<file path="src/rtl/mem_port_arbiter_if.sv">
// Bundle between the fetch/data requesters, the arbiter and the memory model.
// The slave modport is the arbiter's view. The master modport is the view of
// the environment that drives requests and plays the memory.
interface mem_port_arbiter_if #(
  parameter int ADDR_W = 32,
  parameter int DATA_W = 32
);
  // fetch requester
  logic              i_req;
  logic [ADDR_W-1:0] i_addr;
  logic [DATA_W-1:0] i_rdata;
  logic              i_done;
  logic              i_stall;
  // data requester
  logic              d_req;
  logic              d_we;
  logic [ADDR_W-1:0] d_addr;
  logic [DATA_W-1:0] d_wdata;
  logic [DATA_W-1:0] d_rdata;
  logic              d_done;
  logic              d_stall;
  // memory port
  logic              mem_req;
  logic              mem_we;
  logic [ADDR_W-1:0] mem_addr;
  logic [DATA_W-1:0] mem_wdata;
  logic              mem_ready;
  logic [DATA_W-1:0] mem_rdata;
  // status
  logic              err;

  modport slave (
    input  i_req, i_addr, d_req, d_we, d_addr, d_wdata, mem_ready, mem_rdata,
    output i_rdata, i_done, i_stall, d_rdata, d_done, d_stall,
           mem_req, mem_we, mem_addr, mem_wdata, err
  );

  modport master (
    output i_req, i_addr, d_req, d_we, d_addr, d_wdata, mem_ready, mem_rdata,
    input  i_rdata, i_done, i_stall, d_rdata, d_done, d_stall,
           mem_req, mem_we, mem_addr, mem_wdata, err
  );
endinterface

</file>
<file path="src/rtl/mem_port_arbiter.sv">
// Shares one memory port between instruction fetch (I) and data access (D).
// Only one transaction is in flight at a time. D has priority, but once D has
// won MAX_D_STREAK grants in a row, a waiting I gets the next grant. A
// transaction that sees no mem_ready within TIMEOUT cycles is aborted. The
// abort still returns a zero-data done pulse and sets the sticky err flag.
module mem_port_arbiter #(
  parameter int ADDR_W       = 32,
  parameter int DATA_W       = 32,
  parameter int MAX_D_STREAK = 4,
  parameter int TIMEOUT      = 255
) (
  input logic            clk,
  input logic            reset,
  mem_port_arbiter_if.slave bus
);
  localparam int SW = (MAX_D_STREAK < 1) ? 1 : $clog2(MAX_D_STREAK + 1);
  localparam int TW = $clog2(TIMEOUT + 1);
  localparam logic [SW-1:0] STREAK_MAX = SW'(MAX_D_STREAK);
  localparam logic [TW-1:0] TMO_LAST   = TW'(TIMEOUT - 1);

  typedef enum logic [1:0] {IDLE, BUSY_I, BUSY_D} state_t;

  state_t            state_q;
  logic              mem_req_q, mem_we_q, i_done_q, d_done_q, err_q;
  logic [ADDR_W-1:0] mem_addr_q;
  logic [DATA_W-1:0] mem_wdata_q, i_rdata_q, d_rdata_q;
  logic [SW-1:0]     streak_q;
  logic [TW-1:0]     tmo_q;

  // A requester whose done pulse is showing this cycle is not re-granted.
  // This prevents a duplicate access while its req is still held high.
  logic i_elig, d_elig, d_win;
  assign i_elig = bus.i_req & ~i_done_q;
  assign d_elig = bus.d_req & ~d_done_q;
  assign d_win  = d_elig & ~(i_elig & (streak_q == STREAK_MAX));

  // Arbitration FSM; every output except the stalls is registered here
  always_ff @(posedge clk or posedge reset) begin
    if (reset) begin
      state_q     <= IDLE;
      mem_req_q   <= 1'b0;
      mem_we_q    <= 1'b0;
      mem_addr_q  <= '0;
      mem_wdata_q <= '0;
      i_rdata_q   <= '0;
      d_rdata_q   <= '0;
      i_done_q    <= 1'b0;
      d_done_q    <= 1'b0;
      err_q       <= 1'b0;
      streak_q    <= '0;
      tmo_q       <= '0;
    end else begin
      i_done_q <= 1'b0;
      d_done_q <= 1'b0;
      case (state_q)
        IDLE: begin
          if (d_win) begin
            state_q     <= BUSY_D;
            mem_req_q   <= 1'b1;
            mem_we_q    <= bus.d_we;
            mem_addr_q  <= bus.d_addr;
            mem_wdata_q <= bus.d_wdata;
            tmo_q       <= '0;
            if (streak_q != STREAK_MAX) streak_q <= streak_q + SW'(1);
          end else if (i_elig) begin
            state_q     <= BUSY_I;
            mem_req_q   <= 1'b1;
            mem_we_q    <= 1'b0;
            mem_addr_q  <= bus.i_addr;
            mem_wdata_q <= '0;
            tmo_q       <= '0;
            streak_q    <= '0;
          end
        end
        BUSY_I, BUSY_D: begin
          if (bus.mem_ready || tmo_q == TMO_LAST) begin
            // Normal completion or abort. An abort returns zero data, and a
            // store always returns zero.
            state_q   <= IDLE;
            mem_req_q <= 1'b0;
            if (!bus.mem_ready) err_q <= 1'b1;
            if (state_q == BUSY_I) begin
              i_done_q  <= 1'b1;
              i_rdata_q <= bus.mem_ready ? bus.mem_rdata : '0;
            end else begin
              d_done_q  <= 1'b1;
              d_rdata_q <= (bus.mem_ready && !mem_we_q) ? bus.mem_rdata : '0;
            end
          end else begin
            tmo_q <= tmo_q + TW'(1);
          end
        end
        default: state_q <= IDLE;
      endcase
    end
  end

  assign bus.mem_req   = mem_req_q;
  assign bus.mem_we    = mem_we_q;
  assign bus.mem_addr  = mem_addr_q;
  assign bus.mem_wdata = mem_wdata_q;
  assign bus.i_rdata   = i_rdata_q;
  assign bus.d_rdata   = d_rdata_q;
  assign bus.i_done    = i_done_q;
  assign bus.d_done    = d_done_q;
  assign bus.err       = err_q;
  assign bus.i_stall   = bus.i_req & ~i_done_q;
  assign bus.d_stall   = bus.d_req & ~d_done_q;
endmodule

</file>
<file path="src/flat_wrapper.sv">
// flat-port wrapper written by rule: the top's interface ports become plain ports
module mem_port_arbiter_flat 
#(
  parameter int ADDR_W       = 32,
  parameter int DATA_W       = 32,
  parameter int MAX_D_STREAK = 4,
  parameter int TIMEOUT      = 255
)
  (clk, reset, bus_i_req, bus_i_addr, bus_d_req, bus_d_we, bus_d_addr, bus_d_wdata, bus_mem_ready, bus_mem_rdata, bus_i_rdata, bus_i_done, bus_i_stall, bus_d_rdata, bus_d_done, bus_d_stall, bus_mem_req, bus_mem_we, bus_mem_addr, bus_mem_wdata, bus_err);
  mem_port_arbiter_if #(.ADDR_W(ADDR_W), .DATA_W(DATA_W)) bus_i ();
  input logic clk;
  input logic reset;
  input wire logic [$bits(bus_i.i_req)-1:0] bus_i_req;
  input wire logic [$bits(bus_i.i_addr)-1:0] bus_i_addr;
  input wire logic [$bits(bus_i.d_req)-1:0] bus_d_req;
  input wire logic [$bits(bus_i.d_we)-1:0] bus_d_we;
  input wire logic [$bits(bus_i.d_addr)-1:0] bus_d_addr;
  input wire logic [$bits(bus_i.d_wdata)-1:0] bus_d_wdata;
  input wire logic [$bits(bus_i.mem_ready)-1:0] bus_mem_ready;
  input wire logic [$bits(bus_i.mem_rdata)-1:0] bus_mem_rdata;
  output wire logic [$bits(bus_i.i_rdata)-1:0] bus_i_rdata;
  output wire logic [$bits(bus_i.i_done)-1:0] bus_i_done;
  output wire logic [$bits(bus_i.i_stall)-1:0] bus_i_stall;
  output wire logic [$bits(bus_i.d_rdata)-1:0] bus_d_rdata;
  output wire logic [$bits(bus_i.d_done)-1:0] bus_d_done;
  output wire logic [$bits(bus_i.d_stall)-1:0] bus_d_stall;
  output wire logic [$bits(bus_i.mem_req)-1:0] bus_mem_req;
  output wire logic [$bits(bus_i.mem_we)-1:0] bus_mem_we;
  output wire logic [$bits(bus_i.mem_addr)-1:0] bus_mem_addr;
  output wire logic [$bits(bus_i.mem_wdata)-1:0] bus_mem_wdata;
  output wire logic [$bits(bus_i.err)-1:0] bus_err;
  assign bus_i.i_req = bus_i_req;
  assign bus_i.i_addr = bus_i_addr;
  assign bus_i.d_req = bus_d_req;
  assign bus_i.d_we = bus_d_we;
  assign bus_i.d_addr = bus_d_addr;
  assign bus_i.d_wdata = bus_d_wdata;
  assign bus_i.mem_ready = bus_mem_ready;
  assign bus_i.mem_rdata = bus_mem_rdata;
  assign bus_i_rdata = bus_i.i_rdata;
  assign bus_i_done = bus_i.i_done;
  assign bus_i_stall = bus_i.i_stall;
  assign bus_d_rdata = bus_i.d_rdata;
  assign bus_d_done = bus_i.d_done;
  assign bus_d_stall = bus_i.d_stall;
  assign bus_mem_req = bus_i.mem_req;
  assign bus_mem_we = bus_i.mem_we;
  assign bus_mem_addr = bus_i.mem_addr;
  assign bus_mem_wdata = bus_i.mem_wdata;
  assign bus_err = bus_i.err;
  mem_port_arbiter #(.ADDR_W(ADDR_W), .DATA_W(DATA_W), .MAX_D_STREAK(MAX_D_STREAK), .TIMEOUT(TIMEOUT)) u_core (.clk(clk), .reset(reset), .bus(bus_i));
endmodule
</file>
<file path="config.mk">
export PLATFORM = sky130hd
export DESIGN_NAME = mem_port_arbiter_flat
export DESIGN_NICKNAME = d
export VERILOG_FILES = /design/src/rtl/mem_port_arbiter_if.sv /design/src/rtl/mem_port_arbiter.sv /design/src/flat_wrapper.sv
export SDC_FILE = /design/constraint.sdc
export NUM_CORES = 1
export LEC_CHECK = 0
export CORE_AREA = 2 2 130 119
export CTS_CLUSTER_DIAMETER = 80
export DETAILED_ROUTE_END_ITERATION = 8
export DIE_AREA = 0 0 132 121
export PLACE_DENSITY_LB_ADDON = 0.1
export SYNTH_ARGS = -nofsm -noshare
export SYNTH_HDL_FRONTEND = slang
export SYNTH_SLANG_ARGS = --single-unit
</file>
<file path="constraint.sdc">
create_clock -name clk -period 6.1 [get_ports clk]
set_input_delay 0.915 -clock clk [delete_from_list [all_inputs] [get_ports clk]]
set_output_delay 0.915 -clock clk [all_outputs]
set_load 0.005 [all_outputs]
</file>
Word level (Yosys, flattened, before mapping)
Index checks and enable logic that the tools add are counted.
Cells by class
  bitwise operators: 9
  equality and inequality tests: 9
  add/subtract/negate cells: 2
  multiplexer cells: 29
  reductions and logical operators: 15
Operators by type and width (number)
  32-bit 2-to-1 mux: 6
  8-bit 2-to-1 mux: 3
  3-bit AND reduction: 6
  8-bit one-hot mux with 2 select lines: 1
  1-bit 2-to-1 mux: 11
  3-bit 2-to-1 mux: 3
  8-bit by 1-bit adder with 8-bit output, second input constant: 1
  8-bit equality test, second input constant: 1
  2-bit 2-to-1 mux: 3
  1-bit NOT: 5
  1-bit bitwise AND: 4
  2-bit != test, second input constant: 2
  2-bit one-hot mux with 2 select lines: 1
  2-bit AND reduction: 2
  2-bit nonzero test: 2
  3-bit by 1-bit adder with 3-bit output, second input constant: 1
  3-bit equality test, second input constant: 1
  3-bit by 1-bit != test with 1-bit output, second input constant: 1
  3-bit != test, second input constant: 1
  2-bit by 1-bit equality test with 1-bit output, second input constant: 1
  2-bit equality test, second input constant: 1
  2-bit logical NOT: 1
  2-bit by 1-bit != test with 1-bit output, second input constant: 1
  1-bit one-hot mux with 2 select lines: 1
  other kinds (4): 4
Word-level totals
  register bits: 146
  logic and storage cells: 76

Longest topological paths before layout
  depth in word-level cells: 7
  gate-level depth with buffers: 8

Worst setup path after synthesis
Ideal clock, no wire load.
  path type: input to output
  start: in bus_d_req
  end: out bus_d_stall
  required time: 5.185 ns
  stages: 2
  path slack: 4.098 ns
  arrival time: 1.087 ns
  cell sequence: nand2b_4 > inv_1
Between the ends
  longest elaborated chain between the ends: 1
RTL lines
  from (decl): line flat_wrapper.sv:15  | input wire logic [$bits(bus_i.d_req)-1:0] bus_d_req;
  1-bit bitwise AND: line mem_port_arbiter.sv:108  | assign bus.d_stall = bus.d_req & ~d_done_q;
  to (decl): line flat_wrapper.sv:26  | output wire logic [$bits(bus_i.d_stall)-1:0] bus_d_stall;
No other way between the ends.

Final worst setup path
  start: in bus_mem_ready
  end: reg u_core.i_rdata_q[30], in the netlist u_core.bus.i_rdata[30]
Between the ends
  longest elaborated chain between the ends: 2
  elaborated cells on any way between the ends: 3
  classes of those cells: mux: 1; reduce/logical: 2
RTL lines
  from (decl): line flat_wrapper.sv:19  | input wire logic [$bits(bus_i.mem_ready)-1:0] bus_mem_ready;
  1-bit logical OR: line mem_port_arbiter.sv:76  | if (bus.mem_ready || tmo_q == TMO_LAST) begin
  3-bit AND reduction (no source line)
  to (signal assigned): line mem_port_arbiter.sv:84  | i_rdata_q <= bus.mem_ready ? bus.mem_rdata : '0;
  to (decl): line mem_port_arbiter.sv:26  | logic [DATA_W-1:0] mem_wdata_q, i_rdata_q, d_rdata_q;
Several ways; a longest one is shown, not always the timed one.
A chain may end at the register's enable or synchronous reset.

==> summary.txt <==
GRT
  – Congestion Overflow GR: 0
  – Largest net degree at the start of global routing: 88
  – GRT Total Usage: 22.9%
  – Number of global-route vias before repair: 5,168
  – First-pass GRT wire length: 28,400 um
  – Antenna violations before repair: 0

Synth
  – Cell variety after synth: 45
  – Ys async rst share: 100%
  – Synthesized flop and latch total: 146
  – Post-synth EDFFs: 0
  – Net Count, Synth: 610
  – Synth Cell Area: 6020 sq um
  – Post-synth top area share: 60.7%
  – Synth cell count leaders: 146 x dfrtp_1, 67 x a22o_1, 40 x inv_1
  – Top FF cell, synth: dfrtp_1
  – Sequential share of the synthesized area: 60.7%
  – Top-count cell post-synth: dfrtp_1
  – Synth area leaders: dfrtp_1 61%, a22o_1 9.7%, a222oi_1 5.3%
  – Synth Instances: 467
  – Ys Warns: 0
  – Yosys top cell by area: dfrtp_1
  – Mean area per synthesized cell: 12.9 sq um

Clock network
  – Setup Fix Bufs, Post-CTS: 0
  – Post-cts resize count: 0
  – Total CTS buffers: 17
  – Longest Clk Path Bufs: 2
  – Cts hold-fix bufs: 0
  – CTS tree: yes
  – Latest clock arrival within the worst-skew pair: 430 ps
  – Clock sink total: 146
  – CTS HTree Levels: 4
  – Root Driver: clkbuf_16
  – Clock-pin transition on the worst setup and hold timing paths: 60 ps

Min path
  – HP Class: flop to flop

Die
  – DIE HEIGHT: 121 um
  – Core area: 14,600 sq um
  – Starting density of the core: 41.4%
  – IO Count: 269
  – Row Count: 42
  – Die X: 132 um
  – Die ar.: 16,000 sq um

Outcome
  – Run status: finished, final reports clean

Run
  – Max-Cap Viols: 0

Placement
  – Place WS: 2390 ps
  – Final GP Congestion: 0.802
  – Post-DP HPWL: 12,600 um
  – Port Buffers: 268
  – Placed cell count: 899

Setup path
  – Crit-path max cell delay: 1250 ps
  – Worst setup EP type: flop
  – Crit-path cells: clkdlybuf4s50_1 > a21o_1 > nand2_1 > a22o_1
  – Crit Path Class: input port to flop
  – CP Launch Type: input port
  – Crit-path slowest cell: clkdlybuf4s50_1
  – Crit-path max FO: 39
  – Worst EP required: 6410 ps
  – WP data arrival: 3540 ps

STA
  – Setup ws final: 2860 ps
  – Slew Viols, Final: 0
  – Final setup violation count: 0
  – Minimum clock period: 3240 ps
  – TNS Setup: 0 ps
  – Hold Vio Cnt, Final: 0
  – Relative slew slack: 16.1%
  – Setup Skew: 7.55 ps
  – Slew @ Worst Pin: 1260 ps
  – Crit share post-route: 53.1%
  – Achievable Freq: 0.309 GHz
  – Hold_ws: 474 ps
  – RSZ-0062 raised after global routing: false

Power and ir drop
  – Sequential share of power: 36.0%
  – Switching power: 1.48 mW
  – Sw frac: 31.6%
  – Static leakage: 4.42 nW
  – Peak supply drop: 248 uV
  – Comb power frac: 41.9%
  – Int Pwr: 3.20 mW
  – Pwr Density: 497 nW/um^2
  – Clk pwr share: 22.0%

Routing
  – DRC: 0
  – Wire per inst: 19.3 um
  – Detailed Route Iter0 Violations: 423
  – DR vias: 5,025
  – First drt pass iteration count: 8
  – Vias per inst: 5.39
  – Antenna violation net count after detailed routing: 0
  – Post-Route WL: 18,000 um

Finish
  – Final non-filler cell total: 932
  – Fillers: 1,143
  – Nets: 863
  – P&R area growth vs syn: 56.6%
  – Share of cells above drive strength 1: 6.00%
-- placed cells by master, fill, tap and decap left out, drive strengths merged, types with 4 or more instances in the layout --
master / n
a21o: 33
a222oi: 32
a22o: 67
a31oi: 5
and4b: 32
buf: 4
clkbuf: 18
clkdlybuf4s50: 268
clkinv: 5
clkinvlp: 4
dfrtp: 146
ha: 9
inv: 45
nand2: 16
o21ai: 6
-- power by group through the flow --
stage | clock (mW) | sequential, mW | combinational (mW)
finish | 1.03 | 1.69 | 1.96
detailed placement | 0 | 1.69 | 1.99
floorplan | 0 | 1.67 | 0.843
global placement | 0 | 1.68 | 1.94
CTS | 1.06 | 1.68 | 1.99
global route | 1.10 | 1.74 | 2.12
-- metal layers --
layer | part of all wire [%] | track usage [%] | vias up
met4 | 1.7 | 7.13 | 0
met2 | 49 | 37.2 | 215
li1 | - | - | 2297
met1 | 41 | 27.9 | 2492
met3 | 8.9 | 9.52 | 21
met5 | 0 | 0 | -
-- worst max-delay path: cells and delay by family --
kind                   cells  cell delay, ps
AO/OA/AOI/OAI              2             720
AND/OR/NAND/NOR            1             650
buffers and inverters      1            1250
-- cell families after synthesis --
family                   share of synthesized area, %
AO/OA/AOI/OAI                                    22.9
XOR/XNOR                                        0.146
adder cells (fa/ha/maj)                          1.87
buffers and inverters                            5.57
flip-flops                                       60.7
multiplexers                                    0.166
AND/OR/NAND/NOR                                  8.65
-- through the flow --
| stage | instance area (sq um) | util (%) | total power, mW |
|---|---|---|---|
| 3_3_place_gp | 8840 | 60.7 | 3.62 |
| 3_5_place_dp | 8840 | 60.7 | 3.67 |
| 5_1_grt | 9420 | 64.7 | 4.96 |
| 4_1_cts | 9420 | 64.7 | 4.74 |
| 6_report | 9430 | 64.7 | 4.68 |
| 2_1_floorplan | 6020 | - | 2.51 |
-- worst paths after layout --
| kind | slack, ps | from | to | cells past startpoint |
|---|---|---|---|---|
| setup / recovery | 2860 | bus_mem_ready | u_core.bus.i_rdata[30] | 4 |
| hold / removal | 470 | u_core.bus.d_rdata[29] | u_core.bus.d_rdata[29] | 1 |
| setup reg to reg | 3230 | u_core.state_q[1] | u_core.streak_q[0] | 7 |
| hold reg to reg | 470 | u_core.bus.d_rdata[29] | u_core.bus.d_rdata[29] | 1 |
| max in group asynchronous | 3800 | reset | u_core.bus.i_rdata[13] | 3 |
| min in group asynchronous | 1000 | reset | u_core.bus.mem_addr[5] | 2 |
-- cell type report --
type / instances / area [sq um] / area share, %
sequential: 146 / 3650 / 38.8
clock buffer: 18 / 429 / 4.55
timing repair buffer: 272 / 2710 / 28.8
antenna: 1 / 2.50 / 0.0265
multi-input combinational: 241 / 2060 / 21.9
inverter: 42 / 163 / 1.73
tap: 198 / 248 / 2.63
clock inverter: 14 / 156 / 1.66
-- flip-flops by register name, indices dropped and copies added (netlist names) --
register	flops
u_core.bus.mem_req	1
u_core.bus.d_rdata	32
u_core.bus.err	1
u_core.bus.i_rdata	32
u_core.bus.i_done	1
u_core.bus.mem_addr	32
u_core.bus.mem_we	1
u_core.tmo_q	8
u_core.streak_q	3
u_core.bus.d_done	1
u_core.state_q	2
u_core.bus.mem_wdata	32
(Power assumes the default switching activity.)
